File: config.mk
export PLATFORM = sky130hd
export DESIGN_NAME = if_fetch_stage
export DESIGN_NICKNAME = d
export VERILOG_FILES = /design/src/rtl/if_fetch_stage.sv
export SDC_FILE = /design/constraint.sdc
export NUM_CORES = 1
export LEC_CHECK = 0
export ABC_CLOCK_PERIOD_IN_PS = 7250
export BUFFER_PORTS_ARGS = -buffer_cell sky130_fd_sc_hd__buf_2
export CORE_ASPECT_RATIO = 1.1
export CORE_MARGIN = 1.5
export CORE_UTILIZATION = 45
export DETAILED_ROUTE_END_ITERATION = 12
export PLACE_DENSITY = 0.78
export SYNTH_ARGS = -nofsm -noshare
export SYNTH_HDL_FRONTEND = slang
export SYNTH_SLANG_ARGS = --single-unit
File: constraint.sdc
create_clock -name clk -period 7.25 [get_ports clk]
set_input_delay 2.175 -clock clk [delete_from_list [all_inputs] [get_ports clk]]
set_output_delay 2.175 -clock clk [all_outputs]
set_load 0.01 [all_outputs]
File: src/rtl/if_fetch_stage.sv
// rtl/if_fetch_stage.sv - instruction-fetch stage: PC, reset/interrupt vectoring, branch redirect, stall
module if_fetch_stage #(
  parameter logic [3:0] TWO_BYTE_OPC = 4'hC,
  parameter logic [7:0] RST_VEC_ADDR = 8'h00,
  parameter logic [7:0] INT_VEC_ADDR = 8'h01
) (
  input  logic       clk,
  input  logic       rst,
  input  logic       pc_en,
  input  logic       branch_taken,
  input  logic [7:0] branch_target,
  input  logic       intr,
  output logic [7:0] imem_addr,
  input  logic [7:0] imem_rdata,
  output logic [7:0] imem_addr2,
  input  logic [7:0] imem_rdata2,
  output logic [7:0] instruction,
  output logic [7:0] data_B,
  output logic [7:0] pc_plus1,
  output logic [7:0] IP,
  output logic       fetch_valid,
  output logic       intr_ack
);

  typedef enum logic [1:0] {
    S_VEC_RST = 2'd0,
    S_RUN     = 2'd1,
    S_VEC_INT = 2'd2
  } state_t;

  state_t     r_state;
  state_t     w_state_nxt;
  logic [7:0] r_pc;
  logic [7:0] w_pc_nxt;
  logic [7:0] r_ip;
  logic       r_int_pend;
  logic       r_intr_ack;
  logic       w_take_int;
  logic       w_two_byte;
  logic [7:0] w_pc_seq;

  assign w_two_byte = (imem_rdata[7:4] == TWO_BYTE_OPC);
  assign w_pc_seq   = r_pc + (w_two_byte ? 8'd2 : 8'd1);

  always_ff @(posedge clk or posedge rst) begin
    if (rst) begin
      r_state <= S_VEC_RST;
    end else begin
      r_state <= w_state_nxt;
    end
  end

  // Branch outranks a pending interrupt; vector fetch states ignore redirects and stalls.
  always_comb begin
    w_state_nxt = r_state;
    w_pc_nxt    = r_pc;
    w_take_int  = 1'b0;
    case (r_state)
      S_VEC_RST: begin
        w_pc_nxt    = imem_rdata;
        w_state_nxt = S_RUN;
      end
      S_RUN: begin
        if (branch_taken) begin
          w_pc_nxt = branch_target;
        end else if (r_int_pend && pc_en) begin
          w_take_int  = 1'b1;
          w_state_nxt = S_VEC_INT;
        end else if (pc_en) begin
          w_pc_nxt = w_pc_seq;
        end
      end
      S_VEC_INT: begin
        w_pc_nxt    = imem_rdata;
        w_state_nxt = S_RUN;
      end
      default: begin
        w_state_nxt = S_VEC_RST;
      end
    endcase
  end

  always_ff @(posedge clk or posedge rst) begin
    if (rst) begin
      r_pc       <= 8'h00;
      r_int_pend <= 1'b0;
      r_ip       <= 8'h00;
      r_intr_ack <= 1'b0;
    end else begin
      r_pc       <= w_pc_nxt;
      r_int_pend <= w_take_int ? 1'b0 : (intr | r_int_pend);
      r_ip       <= w_take_int ? r_pc : r_ip;
      r_intr_ack <= w_take_int;
    end
  end

  always_comb begin
    imem_addr   = r_pc;
    pc_plus1    = r_pc;
    fetch_valid = 1'b0;
    case (r_state)
      S_VEC_RST: imem_addr = RST_VEC_ADDR;
      S_VEC_INT: imem_addr = INT_VEC_ADDR;
      S_RUN: begin
        pc_plus1    = w_pc_seq;
        fetch_valid = ~r_int_pend;
      end
      default: imem_addr = RST_VEC_ADDR;
    endcase
    imem_addr2  = imem_addr + 8'd1;
    instruction = fetch_valid ? imem_rdata : 8'h00;
    data_B      = imem_rdata2;
    IP          = r_ip;
    intr_ack    = r_intr_ack;
  end

endmodule
==> Yosys cells after proc, flatten, opt, wreduce, memory -nomap -nowiden <==
Index checks and enable logic that the tools add are counted.
{ "totals": {"regBits": 20, "latchBits": 0, "ram_bits": 0, "mem_bits_ro": 0, "in_bits": 29, "output_inout_bits": 50, "word_cells": 38, "n_memories": 0} }
{ "op_classes": {"addsub": 2, "multipliers": 0, "n_div": 0, "n_lt_le_gt_ge": 0, "eq_ne": 7, "n_shift": 0, "n_mux": 16, "n_bitwise": 2, "reduce_logical": 6} }
{ "op_table": {"columns": ["op", "count"], "rows": [
  ["8-bit 2-to-1 mux", 5],
  ["8-bit one-hot mux with 2 select lines", 2],
  ["8-bit by 1-bit adder with 8-bit output, second input constant", 1],
  ["8-bit by 2-bit adder with 8-bit output", 1],
  ["2-bit 2-to-1 mux", 3],
  ["3-bit != test, second input constant", 2],
  ["1-bit 2-to-1 mux", 5],
  ["4-bit == test, second input constant", 1],
  ["2-bit != test, second input constant", 2],
  ["2-bit one-hot mux with 2 select lines", 1],
  ["3-bit AND reduction", 1],
  ["2-bit by 1-bit == test with 1-bit output, second input constant", 1],
  ["2-bit == test, second input constant", 1],
  ["2-bit zero test", 1],
  ["2-bit AND reduction", 1],
  ["2-bit nonzero test", 1],
  ["2-bit OR reduction", 1],
  ["1-bit logical AND", 1],
  ["1-bit NOT", 1],
  ["1-bit OR", 1]
]} }

==> Longest topological paths before layout <==
Gate-level depths: netlist (run 1).
{ "depth": {"word_depth": 7, "ltp_mapped": 11, "ltp_nobuf": 10} }

==> Worst setup path before layout (run 1) <==
No wires, ideal clock.
{ "synth_path": {"path_type": "input-to-output", "from": "in imem_rdata[4]", "to": "out pc_plus1[4]", "arrival_ps": 3617, "required_time_ps": 5075, "setup_slack_ps": 1458, "stages": 7, "cell_sequence": "nor2_1 nand3_1 ha_1 inv_1 fa_1 or3_1 xnor2_1"} }
{ "synth_via": {"elab_chain_len": 4} }
{ "synth_lines": {"columns": ["item", "line", "source"], "rows": [
  ["from (decl)", "14", "input logic [7:0] imem_rdata,"],
  ["4-bit == test", "42", "assign w_two_byte = (imem_rdata[7:4] == TWO_BYTE_OPC);"],
  ["2-bit 2-to-1 mux", "43", "assign w_pc_seq = r_pc + (w_two_byte ? 8'd2 : 8'd1);"],
  ["8-bit by 2-bit adder with 8-bit output", "43", null],
  ["8-bit 2-to-1 mux", "101", "case (r_state)"],
  ["to (decl)", "19", "output logic [7:0] pc_plus1,"]
]} }
No other way between the ends.

==> Final worst setup path (run 1) <==
{ "layout_path": {"from": "in imem_rdata[5]", "to": "out pc_plus1[4]"} }
Same word-level chain as after synthesis.

==> results of run 1 <==
cell usage in the layout, fill, tap and decap left out, drive strengths merged, types with 6 or more instances in the layout:
cell / synthesis / routed
buf: 18 / 62
dfrtp: 20 / 20
inv: 19 / 19
nand2: 19 / 19
o21ai: 14 / 14
nor2: 14 / 14
and2: 13 / 13
xnor2: 11 / 11
nand3: 8 / 8
ha: 8 / 8
nand2b: 6 / 6
layout make-up:
| class | count | area, um2 |
|---|---|---|
| Clock buffer | 3 | 22.5 |
| Clock inverter | 1 | 30.0 |
| Fill cell | 359 | 1460 |
| Inverter | 19 | 71.3 |
| Multi-Input combinational cell | 141 | 961 |
| Sequential cell | 20 | 500 |
| Tap cell | 48 | 60.1 |
| Timing Repair Buffer | 62 | 310 |
path summary, 6_finish.rpt:
path / to / cells after the start
worst max-delay path: pc_plus1[4] / 9
worst min-delay path: IP[5]$_DFFE_PP0P_ / 2
worst max register to register: IP[6]$_DFFE_PP0P_ / 4
worst min register to register: IP[5]$_DFFE_PP0P_ / 2
max in group asynchronous: IP[5]$_DFFE_PP0P_ / 2
min in group asynchronous: IP[1]$_DFFE_PP0P_ / 2
kinds of logic after synthesis:
family                     share of synthesized area
buffers and inverters                          0.116
adders and majority gates                     0.0726
AOI/OAI and AO/OA                              0.138
muxes                                         0.0514
and+or+nand+nor                                0.245
xor gates and xnor gates                      0.0741
DFF                                            0.303
per-stage QoR:
stage / util / setup WS [ps]
2_1_floorplan: - / 1460
3_3_place_gp: 0.558 / 1240
3_5_place_dp: 0.558 / 1170
4_1_cts: 0.573 / 1170
5_1_grt: 0.573 / 1070
6_report: 0.573 / 1180
sequential cells by signal, indices dropped and copies added, names as in the netlist:
name and flops:
r_state 2, intr_ack 1, r_pc 8, r_int_pend 1, IP 8
where the power goes:
part | internal [W] | total, W | switching (W) | leakage [nW]
Clock | 0.0000559 | 0.0000946 | 0.0000387 | 0.0279
Combinational | 0.000227 | 0.000526 | 0.000299 | 0.776
Sequential | 0.000164 | 0.000241 | 0.0000771 | 0.242
Total | 0.000447 | 0.000862 | 0.000414 | 1.05
critical path: cells and delay by family:
family | cells | cell delay [ps]
adder cells (fa/ha/maj) | 2 | 680
AND/OR/NAND/NOR | 3 | 590
buffers and inverters | 3 | 310
XOR/XNOR | 1 | 140
metal layers:
layer | global-route usage | part of all wire | vias to the layer above
met3 | 0.0214 | 0.055 | 5
met2 | 0.340 | 0.47 | 52
met5 | 0 | 0 | -
met4 | 0.0761 | 0.013 | 0
met1 | 0.273 | 0.47 | 687
li1 | - | - | 751
==> impl_metrics.csv, run 1 <==
group,metric,value,unit
status,status,"finished, final reports clean",
cts,path_clk_slew,120,ps
detailed_routing,drt_wl_total,3.90,mm
setup_path,worstSetupPathType,"input port to primary output",
sta,finalMaxSlewViolations,0,
setup_path,cp_slowest_cell,"fa_1",
flow_run,max_cap_viol_count,0,
sta,fin_skew,1.43,ps
cts,cts-root-buf,"clkbuf_4",
setup_path,startpoint,"imem_rdata[5]",
setup_path,startpoint_type,"input port",
floorplan,die_area,4050,um2
grt,grt_pass1_wl,6.31,mm
floorplan,core.rowCount,22,
sta,whs,499,ps
detailed_routing,ant_nets,0,
setup_path,cp_data_required_time,5080,ps
cts,htree_levels,1,
cells_and_area,stdcell_area,1960,um2
sta,finalSetupTns,0,ps
setup_path,crit_path_max_incr_delay,470,ps
cts,cts.path.max_buffers,2,
cts,post_cts_buffers,0,
setup_path,crit_path_frequent_cell,"buf_2",
cells_and_area,nNetsFinal,285,
setup_path,rrSetupSlack,4940,ps
logic_synthesis,synth_cell_types,38,
cells_and_area,area_growth,18.2,%
sta,slew_headroom,0.457,
logic_synthesis,ys_warn_count,0,
pwr,pwr_density_cell,441,nW/um2
setup_path,cp_data_arrival_time,3890,ps
cts,numCtsBuffers,3,
detailed_routing,drt_iter0_drc,66,
logic_synthesis,async_flop_share,1.00,
place,portBuffers,62,
cts,cts_resized,0,
pwr,ir_drop,0.179,mV
sta,setup_viol,0,
logic_synthesis,synth_top_area_cell,"dfrtp_1",
setup_path,critPathCaptureType,"primary output",
sta,fmaxAchievable,165,MHz
grt,antenna_found_initial,0,
sta,finalHoldViolCount,0,
detailed_routing,via_per_inst,5.09,
hold_path,hp-class,"flip-flop to flip-flop",
setup_path,crit_fanout,6,
place,dpl.hpwl,2.99,mm
setup_path,r2r_start,"r_state[1]$_DFFE_PP0P_",
logic_synthesis,yosysMostFrequentCell,"dfrtp_1",
setup_path,path_cells,"buf_2 -> nor2_1 -> nand3_1 -> ha_1 -> inv_1 -> fa_1 -> or3_1 -> xnor2_1 -> buf_2",
logic_synthesis,synth_edf_count,0,
pwr,leakagePower,1.05,nW
place,dpl-instance-area,1900,um2
cells_and_area,n_antenna_cell,0,
logic_synthesis,synth_fp_nets,238,
sta,tightest_slew,813,ps
place,dp_cells,290,
detailed_routing,wl_per_cell,13.2,um
cts,cts_hold_buf,0,
grt,grt-ovfl-total,0,
detailed_routing,dr_total_vias,1495,
floorplan,core-area,3410,um2
logic_synthesis,ys_seq_area_frac,0.303,
cts,cts_tree,"done",
logic_synthesis,synth_top_area_frac,0.303,
logic_synthesis,synthTopCellsByCount,"20 x dfrtp_1, 19 x inv_1, 18 x nand2_1",
logic_synthesis,synth-seq-cells,20,
cts,cts.sinks,20,
pwr,power,0.000862,W
grt,first_global_vias,1420,
floorplan,fp.dieH,66.6,um
grt,grt_usage,0.205,
sta,period_share,0.837,
sta,finalCriticalPeriod,6070,ps
cts,clk-insertion-delay-late,310,ps
detailed_routing,drc,0,
grt,grt_max_degree,24,
detailed_routing,dr.pass1.iters,4,
floorplan,initial_core_util,0.485,
cells_and_area,fin_cells,294,
floorplan,io_pins,79,
floorplan,fp.dieW,60.8,um
logic_synthesis,avgSynthCellArea,8.27,um2
place,gp_congestion,0.887,
logic_synthesis,syn_inst,200,
sta,grt_setup_unrepaired,"false",
logic_synthesis,synthTopCellsByArea,"dfrtp_1 30%, ha_1 6.1%, xnor2_1 5.8%, and2_1 4.9%, inv_1 4.3%",
logic_synthesis,yosys_most_used_dff,"dfrtp_1",
cells_and_area,post_route_cells_drive_above_1_share,0.301,
hold_path,min-delay-start,"IP[5]$_DFFE_PP0P_",
logic_synthesis,syn_area,1650,um2
(Power assumes the default switching activity.)
==> run 2: changes to the inputs <==
Settings changed: ABC_CLOCK_PERIOD_IN_PS 7250 to 5400, CORE_UTILIZATION 45 to 42, PLACE_DENSITY 0.78 to 0.77.
Clock period 7.25 ns to 5.4 ns, I/O delays scaled along.
==> run 2 against run 1 <==
Effect of this change:
- clock power grew 62%
- power rose by 39%
- wire length up 3.0%
- worst hold slack worse by 25 ps
- die area up 6.8%
- count of clock-buffer cells in the layout stayed put
- sequential power grew 34%
- final area is 1.5% higher
- critical path depth did not move
- first-iteration DRC count is 11% higher
- global-route usage decreased by 1.2 points
- largest cell class unchanged
- highest routed layer unchanged
==> impl_metrics.csv, run 2 (synthesis gave the netlist of run 1 again) <==
group,metric,value,unit
sta,fmaxAchievable,201,MHz
sta,fin_skew,3.26,ps
cts,cts-root-buf,"clkbuf_8",
cells_and_area,layout_commonest_cell,"buf_2",
detailed_routing,ant_nets,0,
pwr,leakagePower,1.06,nW
pwr,p_clk_frac,0.128,
setup_path,crit_path_frequent_cell,"buf_2",
setup_path,path_cells,"buf_2 -> nor2_1 -> nand3_1 -> ha_1 -> inv_1 -> fa_1 -> or3_1 -> xnor2_1 -> buf_2",
sta,period_share,0.920,
sta,finalMaxSlewViolations,0,
pwr,power,0.00119,W
floorplan,die_area,4320,um2
setup_path,cp_slowest_cell,"fa_1",
floorplan,fp.dieW,62.8,um
place,gp_congestion,0.870,
detailed_routing,dr_total_vias,1540,
cts,cts_tree,"done",
cts,cts.sinks,20,
sta,grt_setup_unrepaired,"false",
sta,finalSetupTns,0,ps
cts,cts_hold_buf,0,
hold_path,hp-class,"flip-flop to flip-flop",
sta,slew_headroom,0.451,
grt,grt_usage,0.194,
cells_and_area,multi_input_area,961,um2
floorplan,fp.dieH,68.8,um
detailed_routing,drc,0,
cts,path_clk_slew,80,ps
pwr,comb_power_share,0.602,
setup_path,crit_fanout,6,
setup_path,rrSetupSlack,3360,ps
detailed_routing,dr.pass1.iters,4,
setup_path,r2r_start,"r_state[1]$_DFFE_PP0P_",
cells_and_area,fin_cells,297,
hold_path,holdPathEnd,"IP[7]$_DFFE_PP0P_",
setup_path,cp_data_arrival_time,3350,ps
place,dpl.hpwl,3.06,mm
grt,grt_max_degree,21,
setup_path,worstSetupPathType,"input port to primary output",
pwr,power.switching,0.000565,W
sta,finalCriticalPeriod,4970,ps
sta,setup_viol,0,
cells_and_area,post_route_cells_drive_above_1_share,0.304,
sta,tightest_slew,821,ps
pwr,p_seq_frac,0.270,
detailed_routing,wl_per_cell,13.5,um
setup_path,cp_data_required_time,3780,ps
cts,cts_resized,0,
detailed_routing,drt_iter0_drc,73,
flow_run,max_cap_viol_count,0,
floorplan,io_pins,79,
setup_path,reg2reg_depth,5,
setup_path,crit_path_max_incr_delay,490,ps
setup_path,reg2reg_to,"IP[4]$_DFFE_PP0P_",
setup_path,startpoint_type,"input port",
setup_path,critPathCaptureType,"primary output",
setup_path,crit_cells,9,
grt,antenna_found_initial,0,
detailed_routing,drt_wl_total,4.01,mm
cells_and_area,utilization,0.535,
sta,whs,473,ps
place,portBuffers,62,
setup_path,cp_num_buf_inv,3,
grt,grt-ovfl-total,0,
floorplan,core.rowCount,23,
cts,post_cts_buffers,0,
cts,cts.path.max_buffers,2,
grt,first_global_vias,1423,
pwr,ir_drop,0.271,mV
cts,clk-insertion-delay-late,260,ps
cells_and_area,nNetsFinal,286,
pwr,p_int,0.000630,W
cells_and_area,n_antenna_cell,0,
cells_and_area,layout_common_cells,"62 x buf_2, 20 x dfrtp_1, 19 x inv_1",
cells_and_area,regArea,500,um2
hold_path,hold_depth,2,
sta,finalHoldViolCount,0,
setup_path,cpLargestDelayFamily,"adder cells",
pwr,swShare,0.473,
place,dp_cells,293,
floorplan,initial_core_util,0.446,
pwr,pwr_density_cell,602,nW/um2
hold_path,min-delay-start,"IP[7]$_DFFE_PP0P_",
cts,htree_levels,1,
cells_and_area,area_growth,20.0,%
cts,numCtsBuffers,3,
grt,grt_pass1_wl,6.51,mm
status,status,"finished, final reports clean",
cells_and_area,fill_cells,371,
floorplan,core-area,3710,um2
detailed_routing,via_per_inst,5.19,
run 2: cell type report:
type                       count  area share
multi-input combinational    141       0.484
sequential                    20       0.252
timing repair buffer          63       0.160
inverter                      19      0.0359
tap                           50      0.0315
clock buffer                   3      0.0208
clock inverter                 1      0.0151
run 2: power groups by stage:
stage | Clock (W) | Sequential [W] | Combinational [W]
global placement | 0 | 0.000321 | 0.000703
floorplan | 0 | 0.000278 | 0.000546
detailed placement | 0 | 0.000323 | 0.000716
finish | 0.000153 | 0.000322 | 0.000719
CTS | 0.000155 | 0.000322 | 0.000724
global route | 0.000163 | 0.000337 | 0.000789
run 2: tightest hold or removal path: stages, from the launching register on:
cell	delay, ps
dfrtp_1	340
nand2_1	40
o21ai_0	50
run 2: per-stage QoR:
stage | setup WS, ps | cell area [um2]
global placement | 502 | 1910
floorplan | 718 | 1650
finish | 431 | 1980
detailed placement | 433 | 1910
global route | 333 | 1980
CTS | 417 | 1980
run 2: routing by layer:
layer	share of wire	GRT usage
met5	0	0
met4	0.011	0.0861
met3	0.073	0.0260
met2	0.48	0.347
met1	0.43	0.237
run 2: worst max-delay path by stage:
stage | endpoint | startpoint
finish | pc_plus1[4] | imem_rdata[5]
floorplan | pc_plus1[4] | imem_rdata[4]
CTS | pc_plus1[4] | imem_rdata[5]
global placement | pc_plus1[4] | imem_rdata[4]
global route | pc_plus1[4] | imem_rdata[4]
detailed placement | pc_plus1[4] | imem_rdata[5]
==> run 3: changes to the inputs <==
Settings changed: GPL_TIMING_DRIVEN set to 0, PLACE_DENSITY 0.77 to 0.87.
==> run 3 against run 2 <==
Effect of this change:
- power is 3.6% higher
- clock skew hardly changed
- count of clock-buffer cells in the layout stayed put
- highest routed layer unchanged
- register-to-register slack better by 70 ps
- die area stayed put
- critical path depth stayed put
- via count is 7.4% higher
- maximum frequency is 0.15% higher
- utilization is 4.1 points higher
- global-route usage is 0.42 points higher
- sequential cell count stayed put
- worst hold slack better by 6.2 ps
==> impl_metrics.csv, run 3 (synthesis gave the netlist of run 1 again) <==
group,metric,value,unit
sta,finalMaxSlewViolations,0,
cells_and_area,fin_cells,324,
floorplan,fp.dieW,62.8,um
grt,antenna_found_initial,0,
detailed_routing,routed.top_layer,"met4",
cts,cts.path.max_buffers,2,
status,status,"finished, final reports clean",
cells_and_area,n_antenna_cell,0,
detailed_routing,wl_met3,323,um
setup_path,startpoint_type,"input port",
detailed_routing,dr_total_vias,1654,
cts,post_cts_buffers,0,
detailed_routing,wl_met1,1.84,mm
detailed_routing,ant_nets,0,
sta,whs,479,ps
cells_and_area,fill_cells,357,
cells_and_area,area_growth,29.3,%
grt,grt-ovfl-total,0,
floorplan,core.rowCount,23,
grt,first_global_vias,1456,
detailed_routing,drt_iter0_drc,79,
pwr,ir_drop,0.320,mV
setup_path,cp_data_required_time,3780,ps
sta,fmaxAchievable,202,MHz
place,dpl.hpwl,3.33,mm
setup_path,worstSetupPathType,"input port to primary output",
sta,finalCriticalPeriod,4960,ps
cells_and_area,layout_common_cells,"79 x buf_2, 20 x dfrtp_1, 19 x inv_1",
floorplan,fp.dieH,68.8,um
cells_and_area,nNetsFinal,313,
floorplan,io_pins,79,
cells_and_area,utilization,0.576,
floorplan,initial_core_util,0.446,
sta,period_share,0.919,
setup_path,cp_data_arrival_time,3340,ps
detailed_routing,wl_per_cell,13.2,um
grt,grt_usage,0.198,
cts,cts.sinks,20,
grt,grt_max_degree,21,
cts,cts_hold_buf,0,
pwr,leakagePower,1.17,nW
place,portBuffers,70,
detailed_routing,wl_met2,2.06,mm
detailed_routing,dr.pass1.iters,4,
cts,numCtsBuffers,3,
place,dp_cells,320,
sta,fin_skew,2.96,ps
cts,htree_levels,1,
detailed_routing,drt_wl_total,4.27,mm
cts,path_clk_slew,80,ps
place,dpl-instance-area,2070,um2
sta,finalHoldViolCount,0,
cells_and_area,post_route_cells_drive_above_1_share,0.369,
detailed_routing,via_per_inst,5.10,
setup_path,critPathCaptureType,"primary output",
cts,clk-insertion-delay-late,270,ps
cts,cts-root-buf,"clkbuf_8",
sta,setup_viol,0,
cells_and_area,layout_commonest_cell,"buf_2",
place,gp_congestion,0.871,
flow_run,max_cap_viol_count,0,
detailed_routing,drc,0,
floorplan,die_area,4320,um2
sta,grt_setup_unrepaired,"false",
pwr,pwr_density_cell,579,nW/um2
hold_path,hp-class,"flip-flop to flip-flop",
setup_path,crit_fanout,6,
sta,tightest_slew,797,ps
sta,finalSetupTns,0,ps
floorplan,core-area,3710,um2
cells_and_area,stdcell_area,2140,um2
sta,slew_headroom,0.468,
grt,grt_pass1_wl,6.66,mm
cts,cts_tree,"done",
cts,cts_resized,0,
[run 3: path summary, 6_finish.rpt]
| kind | cells after the start | slack (ps) | end | startpoint |
|---|---|---|---|---|
| max | 9 | 440 | pc_plus1[4] | imem_rdata[5] |
| min | 2 | 480 | IP[7]$_DFFE_PP0P_ | IP[7]$_DFFE_PP0P_ |
| max reg2reg | 7 | 3430 | r_pc[4]$_DFFE_PP0P_ | r_pc[0]$_DFFE_PP0P_ |
| min reg2reg | 2 | 480 | IP[7]$_DFFE_PP0P_ | IP[7]$_DFFE_PP0P_ |
| max in group asynchronous | 2 | 3420 | IP[6]$_DFFE_PP0P_ | rst |
| min in group asynchronous | 2 | 1490 | IP[7]$_DFFE_PP0P_ | rst |
[run 3: layer usage]
layer	track usage	vias up
li1	-	804
met1	0.256	754
met2	0.337	89
met3	0.0276	7
met4	0.0833	0
met5	0	-
[run 3: final cells by class]
cell class / count / area [um2] / area share
Buffer: 20 / 121 / 0.0568
Multi-Input combinational cell: 141 / 961 / 0.449
Clock buffer: 3 / 41.3 / 0.0193
Timing Repair Buffer: 70 / 350 / 0.164
Clock inverter: 1 / 30.0 / 0.0140
Sequential cell: 20 / 500 / 0.234
Inverter: 19 / 71.3 / 0.0334
Tap cell: 50 / 62.6 / 0.0293
[run 3: critical path, stage by stage]
cell     delay, ps
buf_2          100
nor2_1          40
nand3_1        140
ha_1           230
inv_1           70
fa_1           480
or3_1          400
xnor2_1        130
buf_2          140
[run 3: where the power goes]
part	leakage (nW)	internal, W	switching (W)	total, W
sequential	0.242	0.000222	0.0000486	0.000270
combinational	0.893	0.000337	0.000476	0.000812
clock	0.0357	0.0000991	0.0000559	0.000155
[run 3: through the flow]
stage,setup WS [ps],total power (W)
global route,328,0.00133
global placement,481,0.00106
finish,438,0.00124
floorplan,718,0.000824
detailed placement,458,0.00108
CTS,440,0.00123
